--- config.mk ---
export PLATFORM = sky130hd
export DESIGN_NAME = btn_move_ctrl
export DESIGN_NICKNAME = d
export VERILOG_FILES = /design/src/rtl/btn_move_ctrl_pkg.sv /design/src/rtl/btn_debounce.sv /design/src/rtl/btn_move_ctrl.sv
export SDC_FILE = /design/constraint.sdc
export NUM_CORES = 1
export LEC_CHECK = 0
export ABC_AREA = 1
export CORE_ASPECT_RATIO = 2
export CORE_MARGIN = 8
export CORE_UTILIZATION = 56
export CTS_CLUSTER_SIZE = 24
export DETAILED_ROUTE_END_ITERATION = 16
export GPL_ROUTABILITY_DRIVEN = 0
export PLACE_DENSITY = 0.73
export SKIP_CTS_REPAIR_TIMING = 1
export SLEW_MARGIN = 20
export SYNTH_ARGS = -nofsm -noshare
export SYNTH_HDL_FRONTEND = slang
export SYNTH_SLANG_ARGS = --single-unit
export TNS_END_PERCENT = 100
--- constraint.sdc ---
create_clock -name clk -period 1.45 [get_ports clk]
set_input_delay 0.145 -clock clk [delete_from_list [all_inputs] [get_ports clk]]
set_output_delay 0.145 -clock clk [all_outputs]
set_load 0.01 [all_outputs]
--- src/rtl/btn_move_ctrl_pkg.sv ---
// Shared definitions for the button-to-move front end.
//   dir_e    : direction codes consumed by the game core (0 up, 1 down, 2 left, 3 right)
//   state_e  : scheduler states
//   pick_t   : priority-encoder result (hit flag + winning direction)
//   prio_pick: lowest-index-wins encoder over the four release pulses
//   cnt_width: counter width able to hold 0..n, never narrower than one bit
package btn_move_ctrl_pkg;

   localparam int NUM_BTN = 4;

   typedef enum logic [1:0] {
      DIR_UP    = 2'd0,
      DIR_DOWN  = 2'd1,
      DIR_LEFT  = 2'd2,
      DIR_RIGHT = 2'd3
   } dir_e;

   typedef enum logic [1:0] {
      S_IDLE     = 2'd0,
      S_REQ      = 2'd1,
      S_COOLDOWN = 2'd2
   } state_e;

   typedef struct packed {
      logic hit;
      dir_e dir;
   } pick_t;

   function automatic pick_t prio_pick(input logic [NUM_BTN-1:0] rel);
      pick_t p;
      p.hit = |rel;
      if (rel[0])      p.dir = DIR_UP;
      else if (rel[1]) p.dir = DIR_DOWN;
      else if (rel[2]) p.dir = DIR_LEFT;
      else if (rel[3]) p.dir = DIR_RIGHT;
      else             p.dir = DIR_UP;
      return p;
   endfunction

   function automatic int cnt_width(input int n);
      return (n < 1) ? 1 : $clog2(n + 1);
   endfunction

endpackage

--- src/rtl/btn_debounce.sv ---
// One button input path: 2-FF synchroniser followed by a stability counter.
//   clk, rstn : clock, asynchronous active-low reset
//   raw_n     : raw pin, low = pressed
//   level     : debounced state, high = pressed
// The synchroniser resets to "released" so reset release never looks like a
// button event. level toggles only after the synchronised value has disagreed
// with it for DEBOUNCE_CYCLES consecutive cycles.
module btn_debounce
   import btn_move_ctrl_pkg::*;
#(
   parameter int DEBOUNCE_CYCLES = 1_000_000
) (
   input  logic clk,
   input  logic rstn,
   input  logic raw_n,
   output logic level
);

   localparam int DB_W = cnt_width(DEBOUNCE_CYCLES);
   localparam logic [DB_W-1:0] DB_LAST =
      (DEBOUNCE_CYCLES > 0) ? DB_W'(DEBOUNCE_CYCLES - 1) : '0;

   logic            sync1, sync2;
   logic [DB_W-1:0] cnt;

   always_ff @(posedge clk or negedge rstn) begin
      if (!rstn) begin
         sync1 <= 1'b1;
         sync2 <= 1'b1;
         cnt   <= '0;
         level <= 1'b0;
      end else begin
         sync1 <= raw_n;
         sync2 <= sync1;
         if ((!sync2) == level) begin
            cnt <= '0;
         end else if (cnt == DB_LAST) begin
            level <= ~level;
            cnt   <= '0;
         end else begin
            cnt <= cnt + 1'b1;
         end
      end
   end

endmodule

--- src/rtl/btn_move_ctrl.sv ---
// Turns four raw active-low buttons into one move command per gesture.
//   clk, rstn  : clock, asynchronous active-low reset
//   btn[3:0]   : raw pins, low = pressed; [0] up [1] down [2] left [3] right
//   move_ready : game core accepts the pending move when high with move_valid
//   move_valid : a move command is pending (held until accepted)
//   move_dir   : direction of the pending move, changes only on IDLE->REQ
//   btn_level  : debounced button state, high = pressed
//   busy       : high while a command is pending or cooling down
// A gesture completes on release. Releases seen outside IDLE are discarded,
// including one coinciding with the acceptance edge.
module btn_move_ctrl
   import btn_move_ctrl_pkg::*;
#(
   parameter int DEBOUNCE_CYCLES = 1_000_000,
   parameter int COOLDOWN_CYCLES = 2_000_000
) (
   input  logic                clk,
   input  logic                rstn,
   input  logic [NUM_BTN-1:0]  btn,
   input  logic                move_ready,
   output logic                move_valid,
   output logic [1:0]          move_dir,
   output logic [NUM_BTN-1:0]  btn_level,
   output logic                busy
);

   localparam int CD_W = cnt_width(COOLDOWN_CYCLES);
   localparam logic [CD_W-1:0] CD_LOAD =
      (COOLDOWN_CYCLES > 0) ? CD_W'(COOLDOWN_CYCLES - 1) : '0;

   for (genvar gi = 0; gi < NUM_BTN; gi++) begin : g_db
      btn_debounce #(.DEBOUNCE_CYCLES(DEBOUNCE_CYCLES)) u_db (
         .clk   (clk),
         .rstn  (rstn),
         .raw_n (btn[gi]),
         .level (btn_level[gi])
      );
   end

   // Release = debounced 1->0; levels reset to released so no spurious pulse.
   logic [NUM_BTN-1:0] level_q;
   logic [NUM_BTN-1:0] rel;
   pick_t              pick;

   always_ff @(posedge clk or negedge rstn) begin
      if (!rstn) level_q <= '0;
      else       level_q <= btn_level;
   end

   assign rel  = level_q & ~btn_level;
   assign pick = prio_pick(rel);

   state_e          state;
   logic [CD_W-1:0] cd_cnt;

   always_ff @(posedge clk or negedge rstn) begin
      if (!rstn) begin
         state      <= S_IDLE;
         move_valid <= 1'b0;
         move_dir   <= DIR_UP;
         busy       <= 1'b0;
         cd_cnt     <= '0;
      end else begin
         case (state)
            S_IDLE: begin
               if (pick.hit) begin
                  state      <= S_REQ;
                  move_dir   <= pick.dir;
                  move_valid <= 1'b1;
                  busy       <= 1'b1;
               end
            end
            S_REQ: begin
               if (move_ready) begin
                  move_valid <= 1'b0;
                  if (COOLDOWN_CYCLES == 0) begin
                     state <= S_IDLE;
                     busy  <= 1'b0;
                  end else begin
                     state  <= S_COOLDOWN;
                     cd_cnt <= CD_LOAD;
                  end
               end
            end
            S_COOLDOWN: begin
               if (cd_cnt == '0) begin
                  state <= S_IDLE;
                  busy  <= 1'b0;
               end else begin
                  cd_cnt <= cd_cnt - 1'b1;
               end
            end
            default: begin
               state      <= S_IDLE;
               move_valid <= 1'b0;
               busy       <= 1'b0;
            end
         endcase
      end
   end

endmodule

### Yosys cells after proc, flatten, opt, wreduce, memory -nomap -nowiden

Index checks and enable logic that the tools add are counted.

| storage, ports and cells | value |
|---|---|
| flip-flop bits (word level) | 123 |
| bits in latches | 0 |
| RAM bits | 0 |
| memory bits (read-only) | 0 |
| input bits | 7 |
| output and inout bits | 8 |
| memories | 0 |

| operators by class | value |
|---|---|
| add/sub/neg operators | 5 |
| multipliers | 0 |
| divide/modulo/power cells | 0 |
| $lt $le $gt $ge | 0 |
| eq/ne operators | 14 |
| shift operators | 0 |
| muxes and demuxes | 24 |
| bitwise gates (word level) | 12 |
| reduce and logical (&&, ||, !) cells | 17 |

Operator list:

| kind | number |
|---|---|
| $mux 20 | 8 |
| $add 20x1->20 const B | 4 |
| $eq 20x20->1 const B | 4 |
| $mux 21 | 2 |
| $pmux 21 s2 | 1 |
| $logic_not 21->1 | 1 |
| $sub 21x1->21 const B | 1 |
| $mux 2 | 7 |
| $reduce_and 3->1 | 4 |
| $not 1->1 | 10 |
| $reduce_and 2->1 | 5 |
| $ne 2x2->1 const B | 4 |
| $pmux 1 s3 | 2 |
| $pmux 2 s3 | 1 |
| $and 4x4->4 | 1 |
| $eq 1x1->1 | 4 |
| $logic_not 1->1 | 4 |
| $not 4->4 | 1 |
| $reduce_or 4->1 | 1 |
| $mux 1 | 3 |
| $eq 2x1->1 const B | 1 |
| $eq 2x2->1 const B | 1 |
| $logic_not 2->1 | 1 |
| $reduce_bool 2->1 | 1 |

### Logic depth before layout (Yosys ltp)

| depth | value |
|---|---|
| depth after elaboration | 6 |
| depth in mapped cells | 10 |
| gate-level depth less buffers | 10 |

### Cells and area by module

From an unflattened synthesis, not the netlist that was laid out.

| unflattened totals | value |
|---|---|
| cell total of the unflattened synthesis | 928 |
| area total of the unflattened synthesis | 7109.3 um^2 |

By module, submodules not included:

| module | times used | cells an instance | area an instance (um^2) | sequential area each (um^2) |
|---|---|---|---|---|
| btn_debounce | 4 | 160 | 1291.2 | 578.1 |
| btn_move_ctrl | 1 | 288 | 1944.4 | 775.7 |

### Least setup slack after synthesis

No wires, ideal clock.

| path | value |
|---|---|
| path type | reg-to-reg |
| from | reg cd_cnt[9] |
| to | reg cd_cnt[19] |
| data arrival time | 1.371 ns |
| data required time | 1.333 ns |
| slack | -0.038 ns |
| cell stages (with the launch flop) | 10 |
| buffers on the path | 1 |
| cells stage by stage | dfrtp_1 -> nor2_4 -> nand2_2 -> nor2_4 -> nand2_2 -> o21ai_4 -> nand2_4 -> buf_6 -> nand2_1 -> nand2_1 |

| between the ends | value |
|---|---|
| cells in the longest elaborated chain, start to end | 3 |

RTL lines:

| what | RTL line | RTL |
|---|---|---|
| from (decl) | btn_move_ctrl.sv:54 | `logic [CD_W-1:0] cd_cnt;` |
| from (signal assigned) | btn_move_ctrl.sv:90 | `cd_cnt <= cd_cnt - 1'b1;` |
| $sub 21x1->21 / $logic_not 21->1 (equally long branches) | btn_move_ctrl.sv:90, btn_move_ctrl.sv:86 |  |
| $mux 21 / $ne 2x2->1 (equally long branches) | n/a |  |
| $pmux 21 s2 / $reduce_and 3->1 (equally long branches) | n/a |  |

Parallel ways exist; a longest one is shown, timed or not. The select of a mux whose other input is x is not followed.
A chain may end at the register's enable or synchronous reset.

### Final worst setup path

| path | value |
|---|---|
| from | reg g_db[2].u_db.cnt[1] |
| to | reg g_db[2].u_db.cnt[16] |

| between the ends | value |
|---|---|
| cells in the longest elaborated chain, start to end | 3 |

RTL lines:

| what | RTL line | RTL |
|---|---|---|
| from (decl) | btn_debounce.sv:24 | `logic [DB_W-1:0] cnt;` |
| from (signal assigned) | btn_debounce.sv:41 | `cnt <= cnt + 1'b1;` |
| $add 20x1->20 / $eq 20x20->1 (equally long branches) | btn_debounce.sv:41, btn_debounce.sv:37 |  |
| $mux 20 (*) | btn_debounce.sv:37 | `end else if (cnt == DB_LAST) begin` |
| $mux 20 (*) | btn_debounce.sv:35 | `if ((!sync2) == level) begin` |

Every way passes the cells marked *; elsewhere a longest branch is shown, timed or not.

==> summary.txt <==
STA
  • F_max: 0.593 GHz
  • Setup violators final: 40
  • Clock skew: around 0.0092 ns
  • Min cycle time layout: about 1.7 ns
  • Slew headroom: roughly two thirds
  • Max-slew violation count: 0
  • Post-route setup slack: -0.237 ns
  • Final Hold Viols: 0
  • RSZ-0062 raised after global routing: yes
  • Worst slew pin tran: about 0.49 ns
  • Worst hold margin: about 0.13 ns
  • Tcrit/Tclk final: 116%

Logic synthesis
  • Compound-Gate Fraction of Synth Area: 2.74%
  • Top post-synthesis cells by area: dfrtp_1, nand2_1, nor2_1
  • Post-synthesis net count: 941
  • Simple-Gate Fraction of Synth Area: about 38%
  • Largest family of logic cells by synthesized area: simple AND/OR/NAND/NOR gates
  • Seq/Total Area, Yosys: 45.4%
  • Synth warn: 0
  • Post-Synth XOR/XNOR Area: approximately 5%
  • Netlist cell types: 36
  • Area share of fa/ha/maj cells after synthesis: ~1.1%
  • Synth top area share: between 40% and 50%
  • Synth Register Bits: 123
  • Post-synth top area cell: dfrtp_1
  • Synthesized area: 6800 um^2
  • Proportion of synthesized area in mux cells: 0%
  • Syn_area_per_cell: 7.33 um^2
  • Mapped Cells: 928

Placed design
  • I/O Buffers: 14
  • Post-DP HPWL: about 12000 um
  • Post-place instance area: between 7000 and 8000 um^2
  • Place WS: -0.166 ns

Route
  • Via Count: approximately 6900
  • Number of vias per cell: 5.62
  • Pre-antenna DRT Iters: 5
  • DR WL/cell: ~16 um
  • Final ANT Viol Nets: 0
  • DRC viols: 0
  • 1st-iter DRT viols: 461
  • DRT Wirelength: a little under 20000 um

Setup path
  • Reg2Reg Setup Slack: -0.24 ns
  • Crit. End Element: register
  • Startpoint Class: register
  • FF-to-FF Start: g_db[2].u_db.cnt[1]
  • Crit path DAT: 1.98 ns
  • Setup crit start: g_db[2].u_db.cnt[1]
  • Worst-path maximum fanout: 3
  • R2r worst-path depth: 9
  • Worst Setup EP: g_db[2].u_db.cnt[16]
  • Critical path type: register to register
  • CP required: 1.74 ns
  • RR Endpoint: g_db[2].u_db.cnt[16]

GRT
  • Overflow after GRT: 0
  • Vias in the first global route: roughly 6400
  • Initial antenna violation count: 0
  • Global-route wire length before repair: 28100 um
  • Overall Global Routing Usage: roughly 22%
  • Largest net degree at the start of global routing: 46

Layout
  • Area Growth Syn to Fin: 35.6%
  • Commonest non-fill, non-tap cell in the layout: nand2_1
  • Core Util, Final: 77.0%
  • Layout cells sized above 1: between 20% and 30%
  • Final instance area: 9220 um^2
  • Commonest non-fill, non-tap cells in the layout: nand2_1, nor2_1, dfrtp_1
  • FILL cells: around 760
  • Ant diodes: 0
  • Final net count: about 1100

Floorplanning
  • Core Footprint: ~12000 um^2
  • Die Height: approximately 170 um
  • Rows: 57
  • Ports: 15
  • Die width: around 94 um
  • Starting Density: a little under three fifths
  • Die area: ~16000 um^2

Pwr
  • Leakage Power: ~4.5 nW
  • VDD IR max: approximately 0.91 mV
  • Pwr Total: just under 0.008 W
  • Pwr Density: between 800 and 900 nW/um^2

Run status
  • Failing checks: setup timing
  • Run status: finished with violations

CTS
  • Clk Latency, worst-skew pair: between 0.4 and 0.5 ns
  • Reg clk slew, reported paths: approximately 0.060 ns
  • Root Driver: clkbuf_16
  • Total CTS buffers: 17
  • Clk buf depth: 2
  • Clock tree sinks: between 100 and 150
  • CTS tree: done
  • Number of H-tree levels: 4

Job
  • MaxCap Viol Count: 0

Worst hold path
  • Hold crit path type: primary input to register
layer usage:
metal | up-vias | part of all wire (%) | GRT usage [%]
met3 | 71 | 5.3 | 4.72
li1 | 3228 | - | -
met2 | 292 | 53 | 36.6
met1 | 3290 | 39 | 25.4
met5 | - | 0 | 0
met4 | 0 | 3.5 | 9.59
cells in the mapped netlist:
cell,count
inv_1,100
buf_6,4
clkbuf_1,5
nor3_1,37
nand4_1,30
a21oi_1,17
or2_1,1
or2_2,3
nor2_4,3
clkinv_1,2
o21ai_1,9
nor3b_1,2
o21bai_1,2
dfstp_2,8
nand2_2,4
nor2_2,6
buf_2,1
ha_1,6
nand2_1,232
dfrtp_1,115
xnor2_1,14
nor2_1,177
nor3_2,1
buf_4,4
or2_0,1
xor2_1,24
o21ai_0,5
nand3_1,89
and2_1,1
and3_1,1
nand3b_1,2
nor3_4,1
inv_2,18
o21ai_4,1
nor4_1,1
nand2_4,1
per-stage QoR:
stage	setup TNS [ns]	instances
2_1_floorplan	-0.686	928
3_3_place_gp	-2.23	1162
3_5_place_dp	-4.55	1162
4_1_cts	-6.38	1194
5_1_grt	-8.46	1224
6_report	-4.65	1224
how the worst min path moves through the flow:
stage               startpoint                    to  slack (ns)  cells past startpoint
floorplan                 rstn                  busy       -0.15                      0
global placement          rstn  g_db[2].u_db.cnt[10]        0.07                      1
detailed placement        rstn  g_db[2].u_db.cnt[12]        0.06                      1
CTS                       rstn  g_db[2].u_db.cnt[12]       -0.38                      1
global route            btn[1]    g_db[1].u_db.sync1        0.12                      1
finish                  btn[0]    g_db[0].u_db.sync1        0.13                      1
power by group:
group | internal [W] | switching [W]
clock | 0.00238 | 0.00169
sequential | 0.00348 | 0.0000344
combinational | 0.000127 | 0.000181
total | 0.00599 | 0.00190
worst max-delay path: stages, from the launching register on:
cell and delay [ns]:
dfrtp_1 0.42, ha_4 0.18, nand3_4 0.08, buf_6 0.14, inv_4 0.05, nand2_4 0.06, nor3_4 0.27, nand3_1 0.13
nand2_1 0.15, nor2_1 0.08
cells by family after synthesis:
family          after synthesis
fa+ha+maj                     6
flops                       123
compound gates               34
simple gates                593
xor+xnor                     38
buf+inv                     134
state kept, by name, summed over array words and instances, names as in the netlist:
register and flops:
state 2, g_db.u_db.cnt 80, move_valid 1, g_db.u_db.sync2 4
level_q 4, g_db.u_db.level 4, cd_cnt 21, busy 1
g_db.u_db.sync1 4, move_dir 2
area by class of cell:
type | count | area [um^2] | area share (%)
tap | 147 | 184 | 1.99
multi-input combinational | 674 | 3800 | 41.2
timing repair buffer | 128 | 1120 | 12.2
sequential | 123 | 3090 | 33.5
clock buffer | 17 | 425 | 4.61
inverter | 120 | 458 | 4.97
clock inverter | 15 | 145 | 1.57
No activity file was read; power rests on OpenSTA's default activity.
